`src/rtl/forward_update_source_pkg.sv`:
```
// Shared hash-table definitions: forward-record field layout and hold-counter width.
// Latency: none (types, constants and constant functions only).
// Backpressure: not applicable.
package forward_update_source_pkg;

    // Hold counters are 4 bits wide, so HOLD_CYCLES is limited to 1..15.
    localparam int HOLD_CNT_W = 4;
    typedef logic [HOLD_CNT_W-1:0] hold_cnt_t;

    // Forward-record layout, LSB first:
    //   shift_valid | shift_adr | valid | data | key | hash_adr
    function automatic int fwd_rec_w(input int aw, input int kw, input int dw, input int sw);
        return aw + kw + dw + sw + 2;
    endfunction

    function automatic int fwd_off_shift_valid();
        return 0;
    endfunction

    function automatic int fwd_off_shift_adr();
        return 1;
    endfunction

    function automatic int fwd_off_valid(input int sw);
        return sw + 1;
    endfunction

    function automatic int fwd_off_data(input int sw);
        return sw + 2;
    endfunction

    function automatic int fwd_off_key(input int sw, input int dw);
        return sw + dw + 2;
    endfunction

    function automatic int fwd_off_adr(input int sw, input int dw, input int kw);
        return sw + dw + kw + 2;
    endfunction

endpackage

```
`src/rtl/forward_update_source_hold_counter.sv`:
```
// Saturating hold counter: reloads HOLD_CYCLES on load, otherwise counts down to 0.
// Latency: o_active rises one enabled edge after i_load.
// Backpressure: none; a load always wins over the decrement (newest request restarts the hold).
module hold_counter
    import forward_update_source_pkg::*;
#(
    parameter int HOLD_CYCLES = 2
) (
    input  logic i_clk,
    input  logic i_rst_n,
    input  logic i_clk_en,
    input  logic i_load,
    output logic o_active
);

    localparam hold_cnt_t HOLD_LOAD = hold_cnt_t'(HOLD_CYCLES);
    localparam hold_cnt_t CNT_ONE   = hold_cnt_t'(1);

    hold_cnt_t r_cnt;

    // Reload on load, else decrement while nonzero; 0 is sticky so the counter never wraps.
    always_ff @(posedge i_clk or negedge i_rst_n) begin
        if (!i_rst_n) begin
            r_cnt <= '0;
        end else if (i_clk_en) begin
            if (i_load) begin
                r_cnt <= HOLD_LOAD;
            end else if (r_cnt != '0) begin
                r_cnt <= r_cnt - CNT_ONE;
            end
        end
    end

    assign o_active = (r_cnt != '0);

endmodule

```
`src/rtl/forward_update_source.sv`:
```
// Registers own-memory entry writes and next-memory valid updates and forwards them for HOLD_CYCLES.
// Latency: 1 enabled cycle from request to mem_we_o / forward flags.
// Backpressure: none; every request on an enabled edge is accepted, clk_en=0 freezes everything.
module forward_update_source
    import forward_update_source_pkg::*;
#(
    parameter int DATA_WIDTH           = 4,
    parameter int KEY_WIDTH            = 2,
    parameter int HASH_ADR_WIDTH       = 2,
    parameter int SHIFT_HASH_ADR_WIDTH = 2,
    parameter int HOLD_CYCLES          = 2
) (
    input  logic                            clk,
    input  logic                            reset,
    input  logic                            clk_en,
    input  logic                            wr_req_i,
    input  logic [HASH_ADR_WIDTH-1:0]       wr_hash_adr_i,
    input  logic [KEY_WIDTH-1:0]            wr_key_i,
    input  logic [DATA_WIDTH-1:0]           wr_data_i,
    input  logic                            wr_valid_i,
    input  logic [SHIFT_HASH_ADR_WIDTH-1:0] wr_shift_hash_adr_i,
    input  logic                            wr_shift_valid_i,
    input  logic                            nm_req_i,
    input  logic [SHIFT_HASH_ADR_WIDTH-1:0] nm_hash_adr_i,
    input  logic                            nm_valid_i,
    output logic                            mem_we_o,
    output logic [HASH_ADR_WIDTH-1:0]       mem_adr_o,
    output logic [KEY_WIDTH-1:0]            mem_key_o,
    output logic [DATA_WIDTH-1:0]           mem_data_o,
    output logic                            mem_valid_o,
    output logic [SHIFT_HASH_ADR_WIDTH-1:0] mem_shift_adr_o,
    output logic                            mem_shift_valid_o,
    output logic [HASH_ADR_WIDTH-1:0]       forward_hash_adr_o,
    output logic [KEY_WIDTH-1:0]            forward_key_o,
    output logic [DATA_WIDTH-1:0]           forward_data_o,
    output logic                            forward_valid_o,
    output logic [SHIFT_HASH_ADR_WIDTH-1:0] forward_shift_hash_adr_o,
    output logic                            forward_shift_valid_o,
    output logic                            forward_updated_mem_o,
    output logic [SHIFT_HASH_ADR_WIDTH-1:0] forward_next_mem_hash_adr_o,
    output logic                            forward_next_mem_valid_o,
    output logic                            forward_next_mem_updated_o
);

    localparam int AW = HASH_ADR_WIDTH;
    localparam int KW = KEY_WIDTH;
    localparam int DW = DATA_WIDTH;
    localparam int SW = SHIFT_HASH_ADR_WIDTH;

    localparam int REC_W     = fwd_rec_w(AW, KW, DW, SW);
    localparam int OFF_SVLD  = fwd_off_shift_valid();
    localparam int OFF_SADR  = fwd_off_shift_adr();
    localparam int OFF_VLD   = fwd_off_valid(SW);
    localparam int OFF_DATA  = fwd_off_data(SW);
    localparam int OFF_KEY   = fwd_off_key(SW, DW);
    localparam int OFF_ADR   = fwd_off_adr(SW, DW, KW);

    logic [REC_W-1:0] w_wr_rec;
    logic [REC_W-1:0] r_wr_rec;
    logic             r_mem_we;
    logic [SW-1:0]    r_nm_adr;
    logic             r_nm_valid;
    logic             w_own_active;
    logic             w_nm_active;

    // Pack the incoming entry into the shared forward-record layout.
    always_comb begin
        w_wr_rec                       = '0;
        w_wr_rec[OFF_SVLD]             = wr_shift_valid_i;
        w_wr_rec[OFF_SADR +: SW]       = wr_shift_hash_adr_i;
        w_wr_rec[OFF_VLD]              = wr_valid_i;
        w_wr_rec[OFF_DATA +: DW]       = wr_data_i;
        w_wr_rec[OFF_KEY +: KW]        = wr_key_i;
        w_wr_rec[OFF_ADR +: AW]        = wr_hash_adr_i;
    end

    // Write strobe and accepted entry. The memory port and the forward record load on the
    // same edge, clear on the same reset and hold otherwise, so one record register feeds both.
    always_ff @(posedge clk or negedge reset) begin
        if (!reset) begin
            r_mem_we <= 1'b0;
            r_wr_rec <= '0;
        end else if (clk_en) begin
            r_mem_we <= wr_req_i;
            if (wr_req_i) begin
                r_wr_rec <= w_wr_rec;
            end
        end
    end

    // Last next-memory valid-bit update; independent of the own-memory channel.
    always_ff @(posedge clk or negedge reset) begin
        if (!reset) begin
            r_nm_adr   <= '0;
            r_nm_valid <= 1'b0;
        end else if (clk_en && nm_req_i) begin
            r_nm_adr   <= nm_hash_adr_i;
            r_nm_valid <= nm_valid_i;
        end
    end

    hold_counter #(
        .HOLD_CYCLES (HOLD_CYCLES)
    ) u_own_hold (
        .i_clk    (clk),
        .i_rst_n  (reset),
        .i_clk_en (clk_en),
        .i_load   (wr_req_i),
        .o_active (w_own_active)
    );

    hold_counter #(
        .HOLD_CYCLES (HOLD_CYCLES)
    ) u_nm_hold (
        .i_clk    (clk),
        .i_rst_n  (reset),
        .i_clk_en (clk_en),
        .i_load   (nm_req_i),
        .o_active (w_nm_active)
    );

    assign mem_we_o                    = r_mem_we;
    assign mem_adr_o                   = r_wr_rec[OFF_ADR +: AW];
    assign mem_key_o                   = r_wr_rec[OFF_KEY +: KW];
    assign mem_data_o                  = r_wr_rec[OFF_DATA +: DW];
    assign mem_valid_o                 = r_wr_rec[OFF_VLD];
    assign mem_shift_adr_o             = r_wr_rec[OFF_SADR +: SW];
    assign mem_shift_valid_o           = r_wr_rec[OFF_SVLD];

    assign forward_hash_adr_o          = r_wr_rec[OFF_ADR +: AW];
    assign forward_key_o               = r_wr_rec[OFF_KEY +: KW];
    assign forward_data_o              = r_wr_rec[OFF_DATA +: DW];
    assign forward_valid_o             = r_wr_rec[OFF_VLD];
    assign forward_shift_hash_adr_o    = r_wr_rec[OFF_SADR +: SW];
    assign forward_shift_valid_o       = r_wr_rec[OFF_SVLD];
    assign forward_updated_mem_o       = w_own_active;

    assign forward_next_mem_hash_adr_o = r_nm_adr;
    assign forward_next_mem_valid_o    = r_nm_valid;
    assign forward_next_mem_updated_o  = w_nm_active;

endmodule

```
`config.mk`:
```
export PLATFORM = sky130hd
export DESIGN_NAME = forward_update_source
export DESIGN_NICKNAME = d
export VERILOG_FILES = /design/src/rtl/forward_update_source_pkg.sv /design/src/rtl/forward_update_source_hold_counter.sv /design/src/rtl/forward_update_source.sv
export SDC_FILE = /design/constraint.sdc
export NUM_CORES = 1
export LEC_CHECK = 0
export ABC_AREA = 1
export BUFFER_PORTS_ARGS = -buffer_cell sky130_fd_sc_hd__clkbuf_2
export CORE_MARGIN = 2
export CORE_UTILIZATION = 46
export CTS_CLUSTER_DIAMETER = 80
export DETAILED_ROUTE_END_ITERATION = 6
export PLACE_DENSITY = 0.83
export SLEW_MARGIN = 20
export SYNTH_ARGS = -nofsm -noshare
export SYNTH_HDL_FRONTEND = slang
export SYNTH_SLANG_ARGS = --single-unit
```
`constraint.sdc`:
```
create_clock -name clk -period 1.2 [get_ports clk]
set_input_delay 0.24 -clock clk [delete_from_list [all_inputs] [get_ports clk]]
set_output_delay 0.24 -clock clk [all_outputs]
set_load 0.05 [all_outputs]
```
* Yosys cells after proc, flatten, opt, wreduce, memory -nomap -nowiden *
Index checks and enable logic that the tools add are counted.

cells by class
  add/subtract/negate cells = 2
  mux-type cells = 4
  reduce and logical (&&, ||, !) cells = 8

operators with widths
  cell                                                                count
  4-bit two-way mux                                                   4
  4-bit nonzero test                                                  2
  4-bit by 1-bit subtractor with 4-bit output, second input constant  2
  2-bit AND reduction                                                 3
  2-bit nonzero test                                                  2
  1-bit logical AND                                                   1

storage, ports and cells
  flip-flop bits (word level) = 24
  output and inout bits = 30
  logic and storage cells = 20

* Logic depth before layout (Yosys ltp) *
Gate-level depths: netlist of the first run.

  depth after elaboration = 3
  mapped depth = 7
  depth with buffers taken out = 7

* Modules after synthesis *
A second synthesis of the first run with hierarchy kept.

unflattened totals
  cell total of the unflattened synthesis = 145
  area total of the unflattened synthesis = 1249.9 sq um

by module, submodules not included
  module                 instances  cells each  area each (sq um)  seq. area each (sq um)
  forward_update_source  1          81          749.5              400.4
  hold_counter           2          32          250.2              100.1

* Worst setup path before layout of the first run *
No wires, ideal clock.

  kind = register to register
  start = register u_own_hold.r_cnt[0]
  end = register u_own_hold.r_cnt[1]
  library setup time = 0.132 ns
  arrival time = 1.389 ns
  required time = 1.068 ns
  path slack = -0.320 ns
  stages on the path, launching flop included = 6
  cell sequence = dfrtp_1 inv_1 ha_1 nand3_1 nand2_1 o211ai_1

on the way
  cells in the longest elaborated chain, start to end = 3
  elaborated cells on any way between the ends = 6

ends and longest elaborated chain
  what                           line                                      RTL
  start, declared                forward_update_source_hold_counter.sv:19  hold_cnt_t r_cnt;
  start signal, assigned         forward_update_source_hold_counter.sv:29  r_cnt <= r_cnt - CNT_ONE;
  4-bit nonzero test             --
  net forward_updated_mem_o      forward_update_source.sv:39               output logic forward_updated_mem_o,
  2-bit nonzero test (no line)   --
  2-bit AND reduction (no line)  --

The timed path passes the listed nets, and every way through them passes these cells. The select of a mux whose other input is x is not followed.
A chain may end at the register's enable or synchronous reset.

* Final worst setup path of the first run *
  start = register u_own_hold.r_cnt[0]
  end = output port forward_updated_mem_o

on the way
  cells in the longest elaborated chain, start to end = 1

ends and longest elaborated chain
  what                line                                      RTL
  4-bit nonzero test  forward_update_source_hold_counter.sv:34  assign o_active = (r_cnt != '0);
  end, declared       forward_update_source.sv:39

No other way between the ends.

==> qor.tcl, run 1 <==
set qor(dieArea_sq_um) 2989
set qor(ios) 50
set qor(grt_pass1_vias) 1058
set qor(cts-root-buf) {clkbuf_4}
set qor(critical_path_required_ns) 0.96
set qor(routed_via_density) 5.343
set qor(synthesis.instances) 110
set qor(power.leakage_nw) 0.9665
set qor(finalWirelength_microns) 3528
set qor(n_fill_cell) 135
set qor(drt-pass1-iter-count) 5
set qor(yosys_register_bits) 24
set qor(synthToLayoutAreaGrowth_pct) 63.45
set qor(core_area_sq_um) 2455
set qor(cellPowerDensity_nw_per_um2) 2064
set qor(initial_utilization_pct) 48.11
set qor(routed-via-count) 1074
set qor(detailedPlace.worstSlack_ns) -0.07656
set qor(antenna_found_initial) 0
set qor(drc_errors) 0
set qor(final_antenna_net_count) 0
set qor(regArea_sq_um) 604.3
set qor(violations) {negative setup slack}
set qor(period_minus_slack_ns) 1.527
set qor(final_min_period_over_clock_period_pct) 127.2
set qor(grt_setup_unrepaired) {yes}
set qor(grt_max_degree) 25
set qor(synth_warnings) 0
set qor(gp_congestion) 0.6816
set qor(post_drt_wl_per_cell_microns) 17.55
set qor(synth.cell_area_sq_um) 1181
set qor(tritoncts) {yes}
set qor(cp_max_fo) 2
set qor(maxCapViolCount) 0
set qor(post-route-worst-setup-slack_ns) -0.3269
set qor(port-buffer-count) 49
set qor(arrival_ns) 1.29
set qor(criticalPathCategory) {flip-flop to output port}
set qor(final.setup_skew_ns) 0.006727
set qor(worstSetupEndpointType) {output port}
set qor(ctsHtreeMaxLevel) 1
set qor(fin_hold_ws_ns) 0.1219
set qor(dp.final_hpwl_microns) 1969
set qor(worst_setup_path_start_kind) {flip-flop}
set qor(layout-drive-gt1-share_pct) 63.74
set qor(tritoncts.num_buffers) 3
set qor(worst-slew-pin-transition_ns) 0.3079
set qor(placement_rows) 18
set qor(max-slew-margin-rel_pct) 79.47
set qor(clockBufferDepth) 2
set qor(die_width_microns) 54.67
set qor(wire_length_of_the_first_global_routing_pass_microns) 4857
set qor(seq_area_frac_synth_pct) 50.85
set qor(worst_hold_path_type) {primary input to flip-flop}
set qor(worst_setup_hold_path_clk_slew_ns) 0.14
set qor(multiInputGateArea_sq_um) 513.0
set qor(netlist-cell-type-count) 16
set qor(setup-violations-final) 26
set qor(fin_nets) 195
set qor(n_antenna_cell) 0
set qor(max_vdd_drop_v) 0.001797
set qor(timing_hold_violations_final) 0
set qor(status) {complete, but fails checks}
set qor(worst_skew_pair_latency_ns) 0.33
set qor(grt_overflow_total) 0
set qor(cts.sinks) 24
set qor(slew_viol_final) 0
set qor(grt_use_total_pct) 23.43
set qor(max_freq_mhz) 654.9
set qor(first_iter_violations) 17
set qor(mappedNetlistNets) 132
set qor(die_height_microns) 54.67
set qor(synth.avg_cell_area_sq_um) 10.74
placed cells by master, fill, tap and decap left out, types with 2 or more instances in the layout:
cell	n
dfrtp_1	21
clkbuf_2	19
buf_4	19
buf_6	16
nand2_1	14
buf_8	14
inv_1	8
mux2_2	8
mux2_4	7
nand2_2	5
nand4_1	5
inv_2	4
nand3_1	4
nor2_1	3
o21ai_1	3
clkbuf_4	3
dfrtp_2	3
nand3_4	2
ha_4	2
clkbuf_16	2
kinds of logic (layout without fill, tap and decap cells):
logic type,Yosys count,after routing,share of synthesized area [%]
compound gates,8,8,3.813
fa+ha+maj,2,2,2.118
buf+inv,26,87,13.03
flops,24,24,50.85
mux,15,15,16.53
simple gates,35,35,13.66
synth_stat cells (all sizes together):
| cell | n | area, sq um |
|---|---|---|
| a31oi | 2 | 12.51 |
| o21ai | 5 | 25.02 |
| nand2 | 20 | 85.08 |
| nor2 | 4 | 15.01 |
| ha | 2 | 25.02 |
| inv | 12 | 45.04 |
| nand4 | 5 | 31.28 |
| mux2 | 15 | 195.2 |
| nand3 | 6 | 30.03 |
| dfrtp | 24 | 600.6 |
| o211ai | 1 | 7.510 |
| buf | 14 | 108.9 |
stage by stage:
step | area, sq um | cells | power (mW) | setup TNS, ns | utilization (%)
after floorplan | 1206 | 110 | 2.305 | -0.02007 | -
after global placement | 1460 | 184 | 2.606 | -0.04095 | 59.48
after detailed placement | 1460 | 184 | 2.683 | -0.3230 | 59.48
after CTS | 1767 | 193 | 3.518 | -0.8189 | 71.97
after global routing | 1931 | 201 | 4.145 | -2.973 | 78.64
final | 1931 | 201 | 3.985 | -2.039 | 78.64
critical path, cell delays in order (launching register included):
cell and delay, ns:
dfrtp_1 0.43, inv_2 0.10, ha_4 0.15, nand3_4 0.09, clkbuf_16 0.18
flip-flops by register name, indices dropped and copies added, names as in the netlist:
| signal | flops |
|---|---|
| forward_next_mem_hash_adr_o | 2 |
| forward_next_mem_valid_o | 1 |
| r_wr_rec | 12 |
| mem_we_o | 1 |
| u_nm_hold.r_cnt | 4 |
| u_own_hold.r_cnt | 4 |
cell type report:
type / instances / share of cell area (%)
Clock buffer: 3 / 1.167
Sequential cell: 24 / 31.30
Inverter: 12 / 2.333
Tap cell: 30 / 1.944
Multi-Input combinational cell: 60 / 26.57
Timing Repair Buffer: 72 / 36.68
routing by layer:
layer / routed length (microns) / up-vias / track usage, %
li1: - / 474 / -
met1: 1178 / 513 / 26.68
met2: 2003 / 72 / 41.07
met3: 231 / 15 / 4.372
met4: 115 / 0 / 12.50
met5: 0 / - / 0
final timing paths:
| check | startpoint | end | slack, ns | cells after the start |
|---|---|---|---|---|
| hold reg to reg | forward_next_mem_hash_adr_o[0] | forward_next_mem_hash_adr_o[0] | 0.54 | 1 |
| hold / removal | wr_hash_adr_i[0] | r_wr_rec[10] | 0.12 | 2 |
| setup reg to reg | u_nm_hold.r_cnt[0] | u_nm_hold.r_cnt[1] | -0.26 | 10 |
| max in group asynchronous | reset | u_nm_hold.r_cnt[3] | 0.53 | 3 |
| setup / recovery | u_own_hold.r_cnt[0] | forward_updated_mem_o | -0.33 | 4 |
| min in group asynchronous | reset | r_wr_rec[4] | 0.42 | 3 |
report_power, final:
group          internal [mW]  total (mW)  switching [mW]  leakage (nW)
Sequential             0.981        1.19           0.207         0.286
Combinational           1.14        2.42            1.28         0.667
Clock                  0.118       0.380           0.261        0.0138
Total                   2.24        3.98            1.74         0.966
what timing repair did:
item,CTS,global route
pin swaps,6,10
buffers inserted,6,10
endpoints found under the setup margin,38,38
gates resized for setup,62,55
hold buffers,1,0
hold endpoints to repair,24,0
Note: power is estimated with default switching activity, not from simulation.
==> run 2, diff against run 1 <==
CELL_PAD_IN_SITES_DETAIL_PLACEMENT = 0   (was unset)
CELL_PAD_IN_SITES_GLOBAL_PLACEMENT = 1   (was unset)
CORE_UTILIZATION = 35   (was 46)
PLACE_DENSITY = 0.85   (was 0.83)
TNS_END_PERCENT = 10   (was unset)
==> run 2 against run 1 <==
Effect of this change: the run still ends with negative setup slack left; maximum frequency grew 3.9%; sequential power shrank 5%; die area grew 29%; largest power group unchanged; design area shrank 7.3%; global-route usage shrank 10 points; highest routed layer unchanged; flip-flop and latch count is the same.
==> qor.tcl, run 2 (same netlist as run 1, synthesis figures left out) <==
set qor(initial_utilization_pct) 35.96
set qor(layout-drive-gt1-share_pct) 57.67
set qor(grt_setup_unrepaired) {yes}
set qor(arrival_ns) 1.23
set qor(routed_via_density) 4.536
set qor(die_height_microns) 62.09
set qor(dieArea_sq_um) 3855
set qor(regArea_sq_um) 600.6
set qor(cp-startpoint) {u_nm_hold.r_cnt[1]}
set qor(core_area_sq_um) 3284
set qor(antenna_found_initial) 0
set qor(period_minus_slack_ns) 1.470
set qor(slew_viol_final) 0
set qor(finalWirelength_microns) 2498
set qor(wire_length_of_the_first_global_routing_pass_microns) 3808
set qor(power.total_mw) 3.729
set qor(final.setup_skew_ns) 0.01627
set qor(cp_num_buf_inv) 2
set qor(internal_power_mw) 2.205
set qor(cellPowerDensity_nw_per_um2) 2084
set qor(critical_path.top_delay_family) {flip-flops}
set qor(n_antenna_cell) 0
set qor(post_drt_wl_per_cell_microns) 11.95
set qor(maxCapViolCount) 0
set qor(clockPowerShare_pct) 15.7
set qor(r2r-start) {u_nm_hold.r_cnt[1]}
set qor(power.combinational.fraction_pct) 54.0
set qor(fin_hold_ws_ns) 0.1362
set qor(ios) 50
set qor(placement_rows) 21
set qor(cts.sinks) 24
set qor(critical_path_required_ns) 0.96
set qor(power.leakage_nw) 0.9060
set qor(tritoncts.num_buffers) 3
set qor(tritoncts) {yes}
set qor(setup-violations-final) 5
set qor(max_vdd_drop_v) 0.001400
set qor(pwr-share-seq_pct) 30.3
set qor(dp.final_hpwl_microns) 1723
set qor(drt-pass1-iter-count) 4
set qor(multiInputGateArea_sq_um) 484.2
set qor(status) {complete, but fails checks}
set qor(worst-slew-pin-transition_ns) 0.5715
set qor(dp.cells) 199
set qor(max-slew-margin-rel_pct) 61.90
set qor(finalNonFillerCells) 209
set qor(max_freq_mhz) 680.5
set qor(largest_register_ff_count) 12
set qor(switching_share_pct) 40.87
set qor(top_register) {r_wr_rec}
set qor(worstSetupEndpointType) {output port}
set qor(fin_nets) 186
set qor(total_switching_power_mw) 1.524
set qor(worst_hold_path_type) {primary input to flip-flop}
set qor(cts-root-buf) {clkbuf_4}
set qor(port-buffer-count) 49
set qor(worst_skew_pair_latency_ns) 0.32
set qor(largestRegisters) {r_wr_rec: 12 flops, u_nm_hold.r_cnt: 4 flops, u_own_hold.r_cnt: 4 flops}
set qor(grt_use_total_pct) 13.32
set qor(slowest_delay_ns) 0.42
set qor(ctsHtreeMaxLevel) 1
set qor(worst_setup_hold_path_clk_slew_ns) 0.14
set qor(final_antenna_net_count) 0
set qor(grt_overflow_total) 0
set qor(layout.cells.most_common_list) {dfrtp_1, buf_4, clkbuf_2}
set qor(die_width_microns) 62.09
set qor(final_min_period_over_clock_period_pct) 122.5
set qor(timing_hold_violations_final) 0
set qor(drc_errors) 0
set qor(grt_pass1_vias) 877
set qor(worst_setup_path_start_kind) {flip-flop}
set qor(cp_max_fo) 2
set qor(clockBufferDepth) 2
set qor(first_iter_violations) 36
set qor(gp_congestion) 0.7347
set qor(violations) {negative setup slack}
set qor(criticalPathCategory) {flip-flop to output port}
set qor(timing.setup.tns_ns) -0.6007
set qor(holdCritStartpoint) {nm_valid_i}
set qor(synthToLayoutAreaGrowth_pct) 51.48
set qor(n_fill_cell) 301
set qor(worst_path_max_delay_cell) {dfrtp_1}
set qor(routed-via-count) 948
set qor(grt_max_degree) 25
set qor(crit_chain) {inv_2 > ha_4 > nand3_4 > clkbuf_16}
set qor(fin_util_pct) 54.48
set qor(post-route-worst-setup-slack_ns) -0.2696
## run 2: cell types whose count changed in the layout (fill, tap and decap cells not counted), sizes merged
| cell | previous run | this run |
|---|---|---|
| buf | 50 | 32 |
| bufinv | 0 | 1 |
| clkbuf | 24 | 33 |
## run 2: through the flow
step / setup WS [ns] / cell area (sq um)
2_1_floorplan: -0.02007 / 1206
3_3_place_gp: -0.03340 / 1460
3_5_place_dp: -0.06178 / 1460
4_1_cts: -0.2853 / 1739
5_1_grt: -0.3329 / 1789
6_report: -0.2696 / 1789
## run 2: layout make-up
type | instances | area share [%]
Inverter | 12 | 2.517
Clock inverter | 1 | 1.678
Tap cell | 46 | 3.217
Clock buffer | 3 | 1.259
Multi-Input combinational cell | 60 | 27.06
Sequential cell | 24 | 33.57
Timing Repair Buffer | 63 | 30.70
## run 2: metal layers
metal / vias up / GRT usage, % / share of wire (%)
met2: 28 / 24.11 / 56
met1: 456 / 16.04 / 38
met3: 4 / 2.899 / 4.5
li1: 460 / - / -
met4: 0 / 3.040 / 1.4
met5: - / 0 / 0
## run 2: worst paths after layout
path | end | slack, ns | cells past startpoint
hold / removal | forward_next_mem_valid_o | 0.14 | 2
setup reg to reg | u_nm_hold.r_cnt[2] | -0.07 | 8
min in group asynchronous | r_wr_rec[0] | 0.42 | 2
setup / recovery | forward_next_mem_updated_o | -0.27 | 4
hold reg to reg | u_own_hold.r_cnt[0] | 0.53 | 2
max in group asynchronous | r_wr_rec[1] | 0.38 | 2
## run 2: repair_timing
item | 4_1_cts | 5_1_grt
gates resized for setup | 52 | 29
hold buffers | 1 | 0
endpoints found under the hold margin | 24 | 0
endpoints found under the setup margin | 34 | 36
setup buffers | 3 | 3
pin swaps | 2 | 3
## run 2: power by group through the flow
stage               Combinational [mW]  Clock, mW  Sequential (mW)
floorplan                        0.930          0             1.37
global placement                  1.51          0             1.11
detailed placement                1.54          0             1.12
CTS                               1.92      0.605             1.12
global route                      2.16      0.636             1.16
finish                            2.01      0.585             1.13
==> run 3, diff against run 2 <==
--- a/config.mk
+++ b/config.mk
@@ -12,6 +12,6 @@
 export CORE_MARGIN = 2
-export CORE_UTILIZATION = 35
+export CORE_UTILIZATION = 30
 export CTS_CLUSTER_DIAMETER = 80
 export DETAILED_ROUTE_END_ITERATION = 6
-export PLACE_DENSITY = 0.85
+export PLACE_DENSITY = 0.75
 export SLEW_MARGIN = 20
==> constraint.sdc (replaced) <==
create_clock -name clk -period 1.2 [get_ports clk]
set_input_delay 0.12 -clock clk [delete_from_list [all_inputs] [get_ports clk]]
set_output_delay 0.12 -clock clk [all_outputs]
set_load 0.05 [all_outputs]
==> run 3 against run 2 <==
Effect of this change: the flow still finishes with violations (negative setup slack); worst setup slack gained 0.18 ns; first-iteration DRC count shrank 17%; count of clock-buffer cells in the layout grew 1; via count grew 2.2%; worst hold slack lost 0.056 ns; largest power group unchanged; highest routed layer unchanged.
==> qor.tcl, run 3 (same netlist as run 1, synthesis figures left out) <==
set qor(ios) 50
set qor(rr_endpoint) {u_nm_hold.r_cnt[1]}
set qor(routed_via_density) 4.614
set qor(gp_congestion) 0.6630
set qor(initial_utilization_pct) 31.78
set qor(regArea_sq_um) 600.6
set qor(post-route-worst-setup-slack_ns) -0.08477
set qor(die_height_microns) 66.75
set qor(maxCapViolCount) 0
set qor(worst_hold_path_type) {primary input to flip-flop}
set qor(worst_setup_hold_path_clk_slew_ns) 0.08
set qor(r2r-start) {u_nm_hold.r_cnt[1]}
set qor(slew_viol_final) 0
set qor(drt-pass1-iter-count) 4
set qor(worst_setup_path_start_kind) {flip-flop}
set qor(port-buffer-count) 49
set qor(largestRegisters) {r_wr_rec: 12 flops, u_nm_hold.r_cnt: 4 flops, u_own_hold.r_cnt: 4 flops}
set qor(dp.final_hpwl_microns) 1682
set qor(tritoncts.num_buffers) 3
set qor(final.setup_skew_ns) 0.004467
set qor(final_antenna_net_count) 0
set qor(worst_skew_pair_latency_ns) 0.26
set qor(largest_register_ff_count) 12
set qor(n_fill_cell) 357
set qor(top_register) {r_wr_rec}
set qor(synthToLayoutAreaGrowth_pct) 38.35
set qor(slowest_delay_ns) 0.40
set qor(worstSetupEndpointType) {output port}
set qor(max_freq_mhz) 778.3
set qor(clockBufferDepth) 2
set qor(core_area_sq_um) 3716
set qor(arrival_ns) 1.16
set qor(grt_setup_unrepaired) {yes}
set qor(criticalPathCategory) {flip-flop to output port}
set qor(post_drt_wl_per_cell_microns) 11.35
set qor(drc_errors) 0
set qor(r2r_setup_slack_ns) -0.02
set qor(layout_commonest_cell) {clkbuf_2}
set qor(placement_rows) 22
set qor(period_minus_slack_ns) 1.285
set qor(holdCritStartpoint) {wr_data_i[2]}
set qor(layout-drive-gt1-share_pct) 57.41
set qor(max_vdd_drop_v) 0.0007491
set qor(routed-via-count) 969
set qor(layout.cells.most_common_list) {clkbuf_2, dfrtp_1, nand2_1}
set qor(cellPowerDensity_nw_per_um2) 2141
set qor(grt_pass1_vias) 929
set qor(dieArea_sq_um) 4455
set qor(setup-violations-final) 3
set qor(detailedPlace.worstSlack_ns) -0.01542
set qor(n_antenna_cell) 0
set qor(worst-slew-pin-transition_ns) 0.5807
set qor(crit_chain) {inv_2 > ha_4 > nand3_4 > clkbuf_16}
set qor(antenna_found_initial) 0
set qor(die_width_microns) 66.75
set qor(grt_overflow_total) 0
set qor(worst_hold_path.num_cells) 2
set qor(tritoncts) {yes}
set qor(final_min_period_over_clock_period_pct) 107.1
set qor(cp_max_fo) 2
set qor(cts.sinks) 24
set qor(worst-r2r-cell-count) 8
set qor(grt_use_total_pct) 11.72
set qor(status) {complete, but fails checks}
set qor(cts-root-buf) {clkbuf_8}
set qor(power.leakage_nw) 0.8522
set qor(fin_util_pct) 43.97
set qor(finalWirelength_microns) 2383
set qor(first_iter_violations) 30
set qor(violations) {negative setup slack}
set qor(worst_path_max_delay_cell) {dfrtp_1}
set qor(ctsHtreeMaxLevel) 1
set qor(timing.hold.worst_endpoint) {r_wr_rec[6]}
set qor(multiInputGateArea_sq_um) 484.2
set qor(critical_path_required_ns) 1.08
set qor(fin_nets) 185
set qor(max-slew-margin-rel_pct) 61.29
set qor(grt_max_degree) 25
set qor(wire_length_of_the_first_global_routing_pass_microns) 4008
set qor(timing_hold_violations_final) 0
-- run 3: cell types whose count changed in the layout (fill, tap and decap cells not counted) --
| cell | before | now |
|---|---|---|
| buf_6 | 8 | 1 |
| o21ai_0 | 5 | 3 |
| clkbuf_2 | 19 | 47 |
| clkbuf_8 | 9 | 4 |
| clkbuf_4 | 3 | 0 |
| buf_4 | 24 | 11 |
| bufinv_16 | 1 | 0 |
| o21ai_1 | 0 | 2 |
-- run 3: through the flow --
stage / power (mW) / hold WS [ns] / instances / area, sq um / setup TNS, ns
final: 3.499 / 0.08042 / 210 / 1634 / -0.1699
after global routing: 3.722 / 0.07121 / 210 / 1634 / -0.6004
after CTS: 3.489 / 0.07490 / 210 / 1625 / -0.1345
after detailed placement: 2.566 / 0.1602 / 197 / 1433 / -0.01542
after global placement: 2.530 / 0.1559 / 197 / 1433 / 0
after floorplan: 2.305 / -0.1756 / 110 / 1206 / -0.02007
-- run 3: per-layer routing --
| metal | up-vias | part of all wire (%) | track usage [%] |
|---|---|---|---|
| li1 | 453 | - | - |
| met1 | 469 | 42 | 14.01 |
| met2 | 45 | 51 | 21.13 |
| met3 | 2 | 6.9 | 2.027 |
| met4 | 0 | 0.42 | 3.827 |
| met5 | - | 0 | 0 |
-- run 3: timing repair --
item,in CTS,in global routing
hold buffers,1,0
pin swaps,2,0
setup buffers,8,0
gates resized for setup,15,5
setup endpoints to repair,3,9
endpoints found under the hold margin,24,0
-- run 3: layout make-up --
| cell class | count | area share, % |
|---|---|---|
| flip-flops and latches | 24 | 36.75 |
| multi-input cells | 60 | 29.63 |
| repair buffers | 62 | 23.81 |
| well taps | 48 | 3.675 |
| clock buffers | 4 | 3.369 |
| inverters | 12 | 2.757 |
-- run 3: power by group --
part           leakage, nW  internal, mW  switching (mW)
registers            0.289         0.978           0.137
clock network       0.0288         0.293           0.246
logic                0.534         0.721            1.12
-- run 3: critical path, delay by kind of cell, from the launching register on --
kind | cells | cell delay [ns]
DFF | 1 | 0.40
buffers and inverters | 2 | 0.27
adders and majority gates | 1 | 0.15
and+or+nand+nor | 1 | 0.08
-- run 3: worst max-delay path by stage --
stage                        start                    endpoint  slack (ns)
3_3_place_gp    u_nm_hold.r_cnt[0]          u_nm_hold.r_cnt[1]        0.04
2_1_floorplan  u_own_hold.r_cnt[0]         u_own_hold.r_cnt[1]       -0.02
3_5_place_dp    u_nm_hold.r_cnt[0]          u_nm_hold.r_cnt[1]       -0.02
6_report        u_nm_hold.r_cnt[1]  forward_next_mem_updated_o       -0.08
5_1_grt        u_own_hold.r_cnt[0]       forward_updated_mem_o       -0.13
4_1_cts        u_own_hold.r_cnt[0]       forward_updated_mem_o       -0.07
